$ cat src/rtl/uart_sample_packer_if.sv
// rtl/uart_sample_packer_if.sv - UART byte stream in, sample FIFO write and status out
interface uart_sample_packer_if #(
    parameter int DATA_WIDTH = 11,
    parameter int CTR_WIDTH  = 24
);
    logic [7:0]            i_rx_data;
    logic                  i_rx_valid;
    logic                  i_rx_err;
    logic                  i_fifo_full;
    logic                  o_fifo_wr;
    logic [DATA_WIDTH-1:0] o_fifo_data;
    logic                  o_new_record;
    logic [CTR_WIDTH-1:0]  o_ctr;
    logic                  o_sync_err;
    logic                  o_overflow;

    modport master (
        output i_rx_data, i_rx_valid, i_rx_err, i_fifo_full,
        input  o_fifo_wr, o_fifo_data, o_new_record, o_ctr, o_sync_err, o_overflow
    );

    modport slave (
        input  i_rx_data, i_rx_valid, i_rx_err, i_fifo_full,
        output o_fifo_wr, o_fifo_data, o_new_record, o_ctr, o_sync_err, o_overflow
    );
endinterface

$ cat src/rtl/uart_sample_packer.sv
// rtl/uart_sample_packer.sv - reassembles two-byte UART frames into ECG sample FIFO writes
module uart_sample_packer #(
    parameter int DATA_WIDTH     = 11,
    parameter int TIMEOUT_CYCLES = 1_000_000,
    parameter int CTR_WIDTH      = 24
) (
    input logic                 i_clk,
    input logic                 i_rst,
    uart_sample_packer_if.slave bus
);
    localparam int HI_W  = DATA_WIDTH - 7;
    localparam int TMO_W = $clog2(TIMEOUT_CYCLES);
    localparam logic [TMO_W-1:0] TMO_LAST = TMO_W'(TIMEOUT_CYCLES - 1);

    typedef enum logic {IDLE, HAVE_HIGH} state_t;

    state_t                state_q, state_d;
    logic [HI_W-1:0]       hi_q, hi_d;
    logic [TMO_W-1:0]      tmo_q, tmo_d;
    logic                  wr_q, wr_d;
    logic [DATA_WIDTH-1:0] data_q, data_d;
    logic                  new_rec_q, new_rec_d;
    logic [CTR_WIDTH-1:0]  ctr_q, ctr_d;
    logic                  sync_err_q, sync_err_d;
    logic                  ovf_q, ovf_d;

    logic is_marker, is_high, high_ok;

    assign is_marker = (bus.i_rx_data == 8'hFF);
    assign is_high   = bus.i_rx_data[7];
    // Any bit above the sample's upper field (including [6:4]) makes the high byte illegal
    assign high_ok   = ((bus.i_rx_data[6:0] >> HI_W) == 7'd0);

    always_ff @(posedge i_clk or posedge i_rst) begin
        if (i_rst) begin
            state_q    <= IDLE;
            hi_q       <= '0;
            tmo_q      <= '0;
            wr_q       <= 1'b0;
            data_q     <= '0;
            new_rec_q  <= 1'b0;
            ctr_q      <= '0;
            sync_err_q <= 1'b0;
            ovf_q      <= 1'b0;
        end else begin
            state_q    <= state_d;
            hi_q       <= hi_d;
            tmo_q      <= tmo_d;
            wr_q       <= wr_d;
            data_q     <= data_d;
            new_rec_q  <= new_rec_d;
            ctr_q      <= ctr_d;
            sync_err_q <= sync_err_d;
            ovf_q      <= ovf_d;
        end
    end

    always_comb begin
        state_d    = state_q;
        hi_d       = hi_q;
        tmo_d      = tmo_q;
        wr_d       = 1'b0;
        data_d     = data_q;
        new_rec_d  = 1'b0;
        ctr_d      = ctr_q;
        sync_err_d = 1'b0;
        ovf_d      = ovf_q;

        if (bus.i_rx_valid) begin
            if (bus.i_rx_err) begin
                sync_err_d = 1'b1;
                state_d    = IDLE;
            end else if (is_marker) begin
                new_rec_d = 1'b1;
                ctr_d     = '0;
                ovf_d     = 1'b0;
                state_d   = IDLE;
            end else if (is_high) begin
                if (!high_ok) begin
                    sync_err_d = 1'b1;
                    state_d    = IDLE;
                end else begin
                    // A second high byte supersedes the first and restarts the timeout
                    sync_err_d = (state_q == HAVE_HIGH);
                    state_d    = HAVE_HIGH;
                    hi_d       = bus.i_rx_data[HI_W-1:0];
                    tmo_d      = '0;
                end
            end else if (state_q == IDLE) begin
                sync_err_d = 1'b1;
            end else begin
                state_d = IDLE;
                if (!bus.i_fifo_full) begin
                    wr_d   = 1'b1;
                    data_d = {hi_q, bus.i_rx_data[6:0]};
                    ctr_d  = ctr_q + CTR_WIDTH'(1);
                end else begin
                    ovf_d = 1'b1;
                end
            end
        end else if (state_q == HAVE_HIGH) begin
            if (tmo_q == TMO_LAST) begin
                state_d    = IDLE;
                sync_err_d = 1'b1;
            end else begin
                tmo_d = tmo_q + TMO_W'(1);
            end
        end
    end

    assign bus.o_fifo_wr    = wr_q;
    assign bus.o_fifo_data  = data_q;
    assign bus.o_new_record = new_rec_q;
    assign bus.o_ctr        = ctr_q;
    assign bus.o_sync_err   = sync_err_q;
    assign bus.o_overflow   = ovf_q;
endmodule

$ cat src/flat_wrapper.sv
// flat-port wrapper written by rule: the top's interface ports become plain ports
module uart_sample_packer_flat 
#(
    parameter int DATA_WIDTH     = 11,
    parameter int TIMEOUT_CYCLES = 1_000_000,
    parameter int CTR_WIDTH      = 24
)
  (i_clk, i_rst, bus_i_rx_data, bus_i_rx_valid, bus_i_rx_err, bus_i_fifo_full, bus_o_fifo_wr, bus_o_fifo_data, bus_o_new_record, bus_o_ctr, bus_o_sync_err, bus_o_overflow);
  uart_sample_packer_if #(.DATA_WIDTH(DATA_WIDTH), .CTR_WIDTH(CTR_WIDTH)) bus_i ();
  input logic i_clk;
  input logic i_rst;
  input wire logic [$bits(bus_i.i_rx_data)-1:0] bus_i_rx_data;
  input wire logic [$bits(bus_i.i_rx_valid)-1:0] bus_i_rx_valid;
  input wire logic [$bits(bus_i.i_rx_err)-1:0] bus_i_rx_err;
  input wire logic [$bits(bus_i.i_fifo_full)-1:0] bus_i_fifo_full;
  output wire logic [$bits(bus_i.o_fifo_wr)-1:0] bus_o_fifo_wr;
  output wire logic [$bits(bus_i.o_fifo_data)-1:0] bus_o_fifo_data;
  output wire logic [$bits(bus_i.o_new_record)-1:0] bus_o_new_record;
  output wire logic [$bits(bus_i.o_ctr)-1:0] bus_o_ctr;
  output wire logic [$bits(bus_i.o_sync_err)-1:0] bus_o_sync_err;
  output wire logic [$bits(bus_i.o_overflow)-1:0] bus_o_overflow;
  assign bus_i.i_rx_data = bus_i_rx_data;
  assign bus_i.i_rx_valid = bus_i_rx_valid;
  assign bus_i.i_rx_err = bus_i_rx_err;
  assign bus_i.i_fifo_full = bus_i_fifo_full;
  assign bus_o_fifo_wr = bus_i.o_fifo_wr;
  assign bus_o_fifo_data = bus_i.o_fifo_data;
  assign bus_o_new_record = bus_i.o_new_record;
  assign bus_o_ctr = bus_i.o_ctr;
  assign bus_o_sync_err = bus_i.o_sync_err;
  assign bus_o_overflow = bus_i.o_overflow;
  uart_sample_packer #(.DATA_WIDTH(DATA_WIDTH), .TIMEOUT_CYCLES(TIMEOUT_CYCLES), .CTR_WIDTH(CTR_WIDTH)) u_core (.i_clk(i_clk), .i_rst(i_rst), .bus(bus_i));
endmodule
$ cat config.mk
export PLATFORM = sky130hd
export DESIGN_NAME = uart_sample_packer_flat
export DESIGN_NICKNAME = d
export VERILOG_FILES = /design/src/rtl/uart_sample_packer_if.sv /design/src/rtl/uart_sample_packer.sv /design/src/flat_wrapper.sv
export SDC_FILE = /design/constraint.sdc
export NUM_CORES = 1
export LEC_CHECK = 0
export ABC_AREA = 1
export CAP_MARGIN = 10
export CORE_ASPECT_RATIO = 0.9
export CORE_MARGIN = 2
export CORE_UTILIZATION = 50
export CTS_CLUSTER_DIAMETER = 50
export DETAILED_ROUTE_END_ITERATION = 8
export PLACE_DENSITY = 0.7
export SLEW_MARGIN = 10
export SYNTH_ARGS = -nofsm -noshare
export SYNTH_HDL_FRONTEND = slang
export SYNTH_SLANG_ARGS = --single-unit
$ cat constraint.sdc
create_clock -name i_clk -period 3.05 [get_ports i_clk]
set_input_delay 0.915 -clock i_clk [delete_from_list [all_inputs] [get_ports i_clk]]
set_output_delay 0.915 -clock i_clk [all_outputs]
set_load 0.05 [all_outputs]
# After elaboration in Yosys (flattened, before gate mapping)
# Index checks and enable logic that the tools add are counted.
dict set report totals {
  ff_bits 64
  input_bits 13
}
dict set report op_classes {
  add_sub_neg 2
  eq_ne 9
  n_mux 39
  bitwise 4
  reduce_logical 9
}
# cell n
set ops {}
lappend ops {{$mux W20} 7}
lappend ops {{$mux W24} 4}
lappend ops {{$mux W1} 28}
lappend ops {{$add A24 B1 Y24 const B} 1}
lappend ops {{$add A20 B1 Y20 const B} 1}
lappend ops {{$eq A20 B20 Y1 const B} 1}
lappend ops {{$reduce_and A5 Y1} 3}
lappend ops {{$reduce_and A6 Y1} 2}
lappend ops {{$eq A8 B8 Y1 const B} 1}
lappend ops {{$ne A2 B2 Y1 const B} 4}
lappend ops {{$logic_not A7 Y1} 1}
lappend ops {{$ne A2 B1 Y1 const B} 3}
lappend ops {{$reduce_bool A2 Y1} 3}
lappend ops {{$not A1 Y1} 4}

# Logic depth before layout (Yosys ltp)
dict set report logic_depth {
  depth_word 6
  ltp_mapped 10
  depth_no_buf 10
}

# Worst setup path before layout
# Ideal clock, no wire load.
dict set report synth_path {
  kind {input port to flip-flop}
  startpoint {input port bus_i_rx_data[6]}
  endpoint {register u_core.tmo_q[17]}
  setup_ns 0.117
  arrival_ns 1.780
  setup_slack_ns 1.152
  cell_stages 9
  path_buffers 1
  cell_sequence {inv_1 > nand3_1 > nor2_1 > nand2_2 > nand2_1 > nand2_2 > buf_6 > nand2_1 > nand2_1}
}
dict set report synth_via {
  elab_chain_cells 3
  word_cells_on_any_way 5
  classes_between {3 x eq/ne; 2 x reduce/logical}
}
# item line_no
set synth_rtl {}
lappend synth_rtl {{from (decl)} flat_wrapper.sv:12} ;# input wire logic [$bits(bus_i.i_rx_data)-1:0] bus_i_rx_data;
lappend synth_rtl {{$eq A8 B8 Y1 or $logic_not A7 Y1 (tied branches)} {uart_sample_packer.sv:29, uart_sample_packer.sv:32}}
lappend synth_rtl {{$ne A2 B2 Y1 (no source line) or $ne A2 B1 Y1 (tied branches)} -}
lappend synth_rtl {{$reduce_and A6 Y1 (no source line) (*)} -}
lappend synth_rtl {{to (signal assigned)} uart_sample_packer.sv:48} ;# tmo_q <= tmo_d;
lappend synth_rtl {{to (decl)} uart_sample_packer.sv:19} ;# logic [TMO_W-1:0] tmo_q, tmo_d;
# Every way passes the cells marked *; elsewhere a longest branch is shown, timed or not.
# A chain may end at the register's enable or synchronous reset.

# Final worst setup path
dict set report layout_path {
  startpoint {register u_core.ctr_q[13], in the netlist u_core.bus.o_ctr[13]}
  endpoint {output port bus_o_ctr[13]}
}
# item line_no
set layout_lines {}
lappend layout_lines {{from (decl)} uart_sample_packer.sv:23} ;# logic [CTR_WIDTH-1:0] ctr_q, ctr_d;
lappend layout_lines {{from (signal assigned)} uart_sample_packer.sv:52} ;# ctr_q <= ctr_d;
lappend layout_lines {{to (decl)} flat_wrapper.sv:19} ;# output wire logic [$bits(bus_i.o_ctr)-1:0] bus_o_ctr;
# No word-level cell between the ends.

==> flow_summary.ini <==
[status]
outcome = finished, final reports clean

[synthesis]
synth_common_cells = nand2_1 (185), dfrtp_1 (64), inv_1 (59)
yosysSeqAreaShare_pct = 45.2
synth_edf_count = 0
yosysTopAreaCellShare_pct = 45.2
synth_seq_cells = 64
ys_warn_count = 0
syn_nets = 510
synth_ff_type = dfrtp_1
synthCells = 495
yosysMostFrequentCell = nand2_1
synth_area_leaders = dfrtp_1 (45%), nand2_1 (20%), inv_1 (6.3%)
avgSynthCellArea_um2 = 7.16
ys_types = 29
synthArstFlopShare_pct = 100
yosys.area.top_type = dfrtp_1
syn_area_um2 = 3540

[drt]
ant_nets = 0
avgRoutedWirePerCell_um = 12.2
drt_iter0_drc = 217
route.detailed.drc = 0
drt_pass1_iterations = 5
drt_wl_total_um = 7950
vias_per_cell = 5.06
vias = 3291

[sta]
finalMaxSlewViolations = 0
finalCritPeriodShare_pct = 84.2
worstMarginPinSlew_ns = 0.511
setup_viol = 0
setup_tns_ns = 0
slew_headroom_pct = 65.8
timing.fmax_mhz = 389
layout_setup_ws_ns = 0.482
grt_setup_unrepaired = no
finClkSkew_ns = 0.0135
period_needed_ns = 2.57
hold_viol_final = 0

[die]
core_um2 = 6970
rows = 29
die_h_um = 83.9
die_area_um2 = 7770
die_w_um = 92.7
start_util_pct = 50.8
ioPinCount = 52

[hold_path]
min_path_type = reg2reg
min_from = u_core.hi_q[3]$_DFFE_PP0P_
min_path_cells = 2

[layout]
drive_gt1_share_pct = 5.73
fin_cells = 651
regArea_um2 = 1600
num_antenna_cells = 0
num-nets-final = 568
multi_input_area_um2 = 1650
nFillCells = 623
syn_to_final_growth_pct = 23.9

[setup_path]
path_buf_inv = 1
critPathLaunchType = flop
arrival_ns = 1.65
r2r_start = u_core.tmo_q[0]$_DFFE_PP0P_
path_depth = 1
cp_slowest_stage_delay_ns = 0.85
endpoint_kind = output port
cp.required_ns = 2.13
critical_path_class = reg2out
ff2ff_setup_slack_ns = 1.12
r2r.worst_path.cells = 9
crit_path_top_delay_cell = clkdlybuf4s50_1
cp_max_fo = 6
endpoint = bus_o_ctr[13]
crit_family = buffers and inverters
crit_path_cell_trace = clkdlybuf4s50_1
cp-startpoint = u_core.bus.o_ctr[13]$_DFFE_PP0P_
regToRegEndpoint = u_core.tmo_q[9]$_DFFE_PP0P_

[clock_network]
cts-buffers-inserted = 9
clk_pin_slew_ns = 0.07
insertion_delay_ns = 0.34
clockBufferDepth = 2
hold_buffers = 0
htree_levels = 3
cts_sinks = 64
postCtsSetupBuffers = 0
cts_resized = 0
cts_tree = yes
cts_root_buf = clkbuf_8

[global_route]
gr-total-overflow = 0
grt_antenna_before_repair = 0
grt_pass1_wl_um = 13800
grt_max_degree = 65
grt_pass1_vias = 2952
track_usage_pct = 22.1

[place]
io_buffers = 51
dp_cells = 635
gp_congestion = 0.842
hpwl_um = 5630
post-place-ws_ns = 0.305

[job]
cap_violations = 0

[power_and_ir_drop]
p_per_area_nw_per_um2 = 455
ir_worst_vdd_v = 0.000221
power_leakage_nw = 2.25
[kinds of logic (layout without fill, tap and decap cells)]
family	count (synthesis)	count (layout)	share of synthesized area, %
XOR/XNOR	10	10	2.47
AND/OR/NAND/NOR	318	318	38.7
flip-flops	64	64	45.2
AO/OA/AOI/OAI	32	32	4.70
buffers and inverters	69	132	8.19
adder cells (fa/ha/maj)	2	2	0.706
[stage by stage]
step	power (mW)	hold WS (ns)	utilization, %	instance area, um^2
5_1_grt	2.09	0.502	63.0	4390
2_1_floorplan	1.05	0.442	-	3540
3_5_place_dp	1.14	0.457	59.6	4150
4_1_cts	2.01	0.472	63.0	4390
3_3_place_gp	1.13	0.449	59.6	4150
6_report	2.00	0.470	63.0	4390
[how the worst min path moves through the flow]
stage	endpoint	slack (ns)
after detailed placement	u_core.bus.o_fifo_data[10]$_DFFE_PP0P_	0.46
after floorplan	u_core.bus.o_fifo_data[10]$_DFFE_PP0P_	0.44
after global placement	u_core.bus.o_fifo_data[9]$_DFFE_PP0P_	0.45
after CTS	u_core.bus.o_fifo_data[10]$_DFFE_PP0P_	0.47
after global routing	u_core.bus.o_fifo_data[8]$_DFFE_PP0P_	0.50
final	u_core.bus.o_fifo_data[10]$_DFFE_PP0P_	0.47
[sequential cells by signal, indices dropped and copies added (netlist names)]
register and flops:
u_core.bus.o_ctr 24, u_core.tmo_q 20, u_core.bus.o_fifo_data 11, u_core.hi_q 4, u_core.bus.o_fifo_wr 1, u_core.bus.o_new_record 1, u_core.bus.o_overflow 1, u_core.bus.o_sync_err 1
u_core.state_q 1
[layer usage]
metal  GRT usage (%)  vias up  share of wire (%)
met4            8.96        0                2.2
met1            32.5     1489                 49
li1                -     1676                  -
met3            3.97       14                5.9
met5               0        -                  0
met2            32.3      112                 43
[area by class of cell]
type,count,share of cell area (%)
clock inverter,6,2.45
timing repair buffer,56,12.8
sequential,64,36.5
multi-input combinational,362,37.6
tap,93,2.65
inverter,60,5.13
clock buffer,10,2.91
[report_power, final]
part	leakage (nW)	switching (mW)	internal (mW)
clock network	0.116	0.338	0.540
registers	0.830	0.0281	0.883
logic	1.31	0.136	0.0714
total	2.25	0.502	1.50
[layout by cell type, fill, tap and decap left out, types with 3 or more instances in the layout]
cell type and n:
buf_4 4, nand2_1 185, a21oi_1 10, xnor2_1 4, nand3b_1 3, xor2_1 6
nor3_1 11, bufinv_16 3, clkbuf_8 9, nor2_1 58, clkdlybuf4s50_1 51, inv_1 58
nand3_1 34, nand4_1 16, dfrtp_1 64, o21ai_0 18
Note: power is estimated with default switching activity, not from simulation.
